===== config.mk =====
export PLATFORM = sky130hd
export DESIGN_NAME = plab4_net_router_input_unit
export DESIGN_NICKNAME = d
export VERILOG_FILES = /design/src/rtl/plab4_net_router_input_unit.sv
export SDC_FILE = /design/constraint.sdc
export NUM_CORES = 1
export LEC_CHECK = 0
export ABC_AREA = 1
export BUFFER_PORTS_ARGS = -buffer_cell sky130_fd_sc_hd__buf_4
export CAP_MARGIN = 10
export CELL_PAD_IN_SITES_DETAIL_PLACEMENT = 1
export CELL_PAD_IN_SITES_GLOBAL_PLACEMENT = 2
export CORE_ASPECT_RATIO = 2
export CORE_UTILIZATION = 31
export DETAILED_ROUTE_END_ITERATION = 16
export GPL_TIMING_DRIVEN = 0
export PLACE_DENSITY_LB_ADDON = 0.1
export SLEW_MARGIN = 20
export SYNTH_ARGS = -nofsm -noshare
export SYNTH_HDL_FRONTEND = slang
export SYNTH_SLANG_ARGS = --single-unit

===== constraint.sdc =====
create_clock -name clk -period 1.98 [get_ports clk]
set_input_delay 0.198 -clock clk [delete_from_list [all_inputs] [get_ports clk]]
set_output_delay 0.198 -clock clk [all_outputs]
set_load 0.005 [all_outputs]

===== src/rtl/plab4_net_router_input_unit.sv =====
// Input stage of one ring-router port: a circular-buffer FIFO that stores each
// message together with its output route, computed once at enqueue time.
module plab4_net_router_input_unit #(
  parameter int p_payload_nbits = 8,
  parameter int p_opaque_nbits  = 8,
  parameter int p_srcdest_nbits = 3,
  parameter int p_router_id     = 0,
  parameter int p_num_routers   = 8,
  parameter int p_num_entries   = 2
) (
  input  logic                                                     clk,
  input  logic                                                     reset,
  input  logic                                                     in_val,
  output logic                                                     in_rdy,
  input  logic [p_payload_nbits+p_opaque_nbits+2*p_srcdest_nbits-1:0] in_msg,
  output logic                                                     out_val,
  input  logic                                                     out_rdy,
  output logic [p_payload_nbits+p_opaque_nbits+2*p_srcdest_nbits-1:0] out_msg,
  output logic [1:0]                                               out_port,
  output logic [$clog2(p_num_entries+1)-1:0]                       num_entries
);

  localparam int MSG_NBITS = p_payload_nbits + p_opaque_nbits + 2*p_srcdest_nbits;
  localparam int CNT_NBITS = $clog2(p_num_entries+1);
  localparam int PTR_NBITS = (p_num_entries > 1) ? $clog2(p_num_entries) : 1;
  localparam int DEST_LSB  = p_payload_nbits + p_opaque_nbits + p_srcdest_nbits;
  localparam int RW        = p_srcdest_nbits + 1;

  localparam logic [1:0] PORT_DEC  = 2'd0;
  localparam logic [1:0] PORT_TERM = 2'd1;
  localparam logic [1:0] PORT_INC  = 2'd2;

  localparam logic [RW-1:0]        ID_W     = RW'(p_router_id);
  localparam logic [RW-1:0]        N_W      = RW'(p_num_routers);
  localparam logic [RW-1:0]        HALF_W   = RW'(p_num_routers / 2);
  localparam logic [PTR_NBITS-1:0] LAST_PTR = PTR_NBITS'(p_num_entries - 1);
  localparam logic [CNT_NBITS-1:0] FULL_CNT = CNT_NBITS'(p_num_entries);

  // Handshake: a transfer happens on a rising edge where val && rdy; rdy and
  // val are driven purely from registered occupancy, never from the partner.
  logic                 enq;
  logic                 deq;
  logic [CNT_NBITS-1:0] count;
  logic [PTR_NBITS-1:0] enq_ptr;
  logic [PTR_NBITS-1:0] deq_ptr;

  logic [MSG_NBITS-1:0] msg_mem  [p_num_entries];
  logic [1:0]           port_mem [p_num_entries];

  logic [RW-1:0] dest;
  logic [RW-1:0] fwd_raw;
  logic [RW-1:0] fwd;
  logic [1:0]    route;

  // dest < N and id < N keep dest + N - id inside [1, 2N-1], which fits RW bits.
  always_comb begin
    dest    = {1'b0, in_msg[DEST_LSB +: p_srcdest_nbits]};
    fwd_raw = dest + N_W - ID_W;
    fwd     = (fwd_raw >= N_W) ? fwd_raw - N_W : fwd_raw;
    route   = PORT_DEC;
    if (dest >= N_W || dest == ID_W) begin
      route = PORT_TERM;
    end else if (fwd <= HALF_W) begin
      route = PORT_INC;
    end
  end

  function automatic logic [PTR_NBITS-1:0] incr_ptr(input logic [PTR_NBITS-1:0] p);
    return (p == LAST_PTR) ? '0 : p + 1'b1;
  endfunction

  assign in_rdy      = (count != FULL_CNT);
  assign out_val     = (count != '0);
  assign enq         = in_val && in_rdy;
  assign deq         = out_val && out_rdy;
  assign out_msg     = msg_mem[deq_ptr];
  assign out_port    = port_mem[deq_ptr];
  assign num_entries = count;

  always_ff @(posedge clk or negedge reset) begin
    if (!reset) begin
      count   <= '0;
      enq_ptr <= '0;
      deq_ptr <= '0;
    end else begin
      if (enq) enq_ptr <= incr_ptr(enq_ptr);
      if (deq) deq_ptr <= incr_ptr(deq_ptr);
      if (enq && !deq) begin
        count <= count + 1'b1;
      end else if (deq && !enq) begin
        count <= count - 1'b1;
      end
    end
  end

  // Entry storage is deliberately not reset; occupancy alone defines validity.
  always_ff @(posedge clk) begin
    if (enq) begin
      msg_mem[enq_ptr]  <= in_msg;
      port_mem[enq_ptr] <= route;
    end
  end

endmodule


==> reports/results.ini <==
[die]
core_sq_um=6360
die_x_um=59.6
die-area_sq_um=6990
die_y_um=117
initial_core_util_pct=32.4
fp-row-count=41
pin_count=54

[sta]
tightest_slew_ns=0.762
setup_viol=0
slew_headroom_pct=49.1
fmaxAchievable_mhz=612
slew_viol_final=0
rsz0062_at_grt=no
post-route-period-util_pct=82.5
final_hold_viol_count=0
whs_ns=0.0926
skew_ns=0.00347
layout_min_cycle_time_ns=1.63

[global_route]
grt-ovfl-total=0
antenna_found_initial=0
grt_max_degree=25
grt_pass1_wl_mm=6.43
grt_pass1_vias=1392
track_usage_pct=12.9

[pwr]
power_uw=3970
vdd_drop_max_uv=776
p_per_area_nw_per_um2=1450
p_leak_uw=0.00118

[synth]
syn_area_sq_um=2060
syn_nets=185
synth.avg_cell_area_sq_um=13.1
syn_inst=157
synth_edf_count=48
yosysSeqAreaShare_pct=74.8
synth_top_cell_area_share_pct=70.0
synth_area_leader_cell=edfxtp_1
ys_ff_latch=52
yosysMostFrequentCell=nand2_1
synth_commonest_cells=nand2_1 (74), edfxtp_1 (48), nand2_2 (6)
yosys_warnings=0
synth_top_cells_by_area=edfxtp_1 (70%), nand2_1 (13%), dfrtp_1 (4.9%)
yosysUniqueCellTypes=17
ys_async_sr_fraction_pct=7.69
synth-main-ff-cell=edfxtp_1

[worst_setup_path]
reg2regPathDepth=4
critical_path_class=reg -> reg
startpoint_type=flop
worstPathRequired_ns=1.89
cp.arrival_ns=1.55
path_max_fanout=24
crit_path_end_kind=flop

[placement]
dp_hpwl_mm=3.07
placed_area_sq_um=2580
port_buffers=53
routabilityCongestion=0.605

[clock_network]
numCtsBuffers=5
path_clk_slew_ns=0.06
tritoncts=yes
cts_sinks=52
cts_hold_buffers=1
clockBufferDepth=2
cts.repair.resized=0
cts_setup_buffers=0
worstSkewPairLatency_ns=0.28
cts_root_buffer=clkbuf_16
ctsHtreeMaxLevel=2

[detailed_routing]
drt-initial-drc-count=44
ant_nets=0
vias=1320
viasPerCell=4.33
drc=0
wl_per_cell_um=13.7
wl_mm=4.17
dr.pass1.iters=4

[finish]
fillCellCount=733
layout-drive-gt1-share_pct=35.6
diodes=0
register_area_sq_um=1540
final_util_pct=43.0
nNetsFinal=246
multi_input_comb_area_sq_um=430
stdcell_area_sq_um=2740
synthToLayoutAreaGrowth_pct=32.9

[hold_path]
hp-class=in -> reg
hold-path-cell-count=1

[job]
cap_violations=0

[run_status]
status=completed

-- area by class of cell --
class                           instances  share of cell area [%]
Multi-Input combinational cell         92                    15.7
Sequential cell                        52                    56.3
Timing Repair Buffer                   54                    14.9
Clock buffer                            8                    5.35
Buffer                                  5                    2.38
Tap cell                               86                    3.93
Inverter                                8                    1.37
-- worst max-delay path, cell delays in order, from the launching register on --
cell and delay, ns:
dfrtp_1 0.42, inv_2 0.09, nand2_4 0.07, nand2_4 0.08, nor2_4 0.60
-- kinds of logic after synthesis --
logic type	share of synthesized area, %
and+or+nand+nor	17.7
DFF	74.8
buffers and inverters	4.98
xor gates and xnor gates	1.22
adders and majority gates	1.21
-- sequential cells by signal (all words and copies together) (netlist names) --
name         cells
msg_mem         44
deq_ptr          1
enq_ptr          1
num_entries      2
port_mem         4
-- through the flow --
| stage | setup TNS, ns | std cells | setup WS, ns |
|---|---|---|---|
| CTS | 0 | 305 | 0.296 |
| finish | 0 | 305 | 0.346 |
| global placement | -31.07 | 296 | -0.649 |
| floorplan | -3.28 | 157 | -0.0684 |
| global route | 0 | 305 | 0.252 |
| detailed placement | 0 | 296 | 0.309 |
-- routing by layer --
layer  up-vias  track usage [%]  share of wire, %
li1        636                -                 -
met1       648             10.9                32
met2        30             26.0                61
met3         6             3.19               4.5
met4         0             6.05               2.0
met5         -                0                 0
-- final timing paths --
kind,from,to,slack [ns]
worst max-delay path,num_entries[0]$_DFFE_PN0P_,msg_mem[0][15]$_DFFE_PP_,0.35
worst min-delay path,in_msg[10],msg_mem[0][10]$_DFFE_PP_,0.09
worst max register to register,num_entries[0]$_DFFE_PN0P_,msg_mem[0][15]$_DFFE_PP_,0.35
worst min register to register,num_entries[0]$_DFFE_PN0P_,num_entries[0]$_DFFE_PN0P_,0.54
max in group asynchronous,reset,num_entries[0]$_DFFE_PN0P_,1.63
min in group asynchronous,reset,deq_ptr$_DFFE_PN0P_,0.24
-- power by group --
group / total (uW) / leakage [uW] / internal [uW] / switching, uW
combinational: 1500 / 0.000618 / 700 / 800
clock: 854 / 0.0000712 / 504 / 349
sequential: 1610 / 0.000495 / 1510 / 96.8
-- layout by cell type, fill, tap and decap left out, drive strengths merged --
cell type	count
buf	56
clkbuf	10
dfrtp	4
dlygate4sd3	1
edfxtp	48
ha	2
inv	8
nand2	82
nand3	2
nand4	1
nor2	3
xnor2	1
xor2	1
No activity file was read; power rests on OpenSTA's default activity.
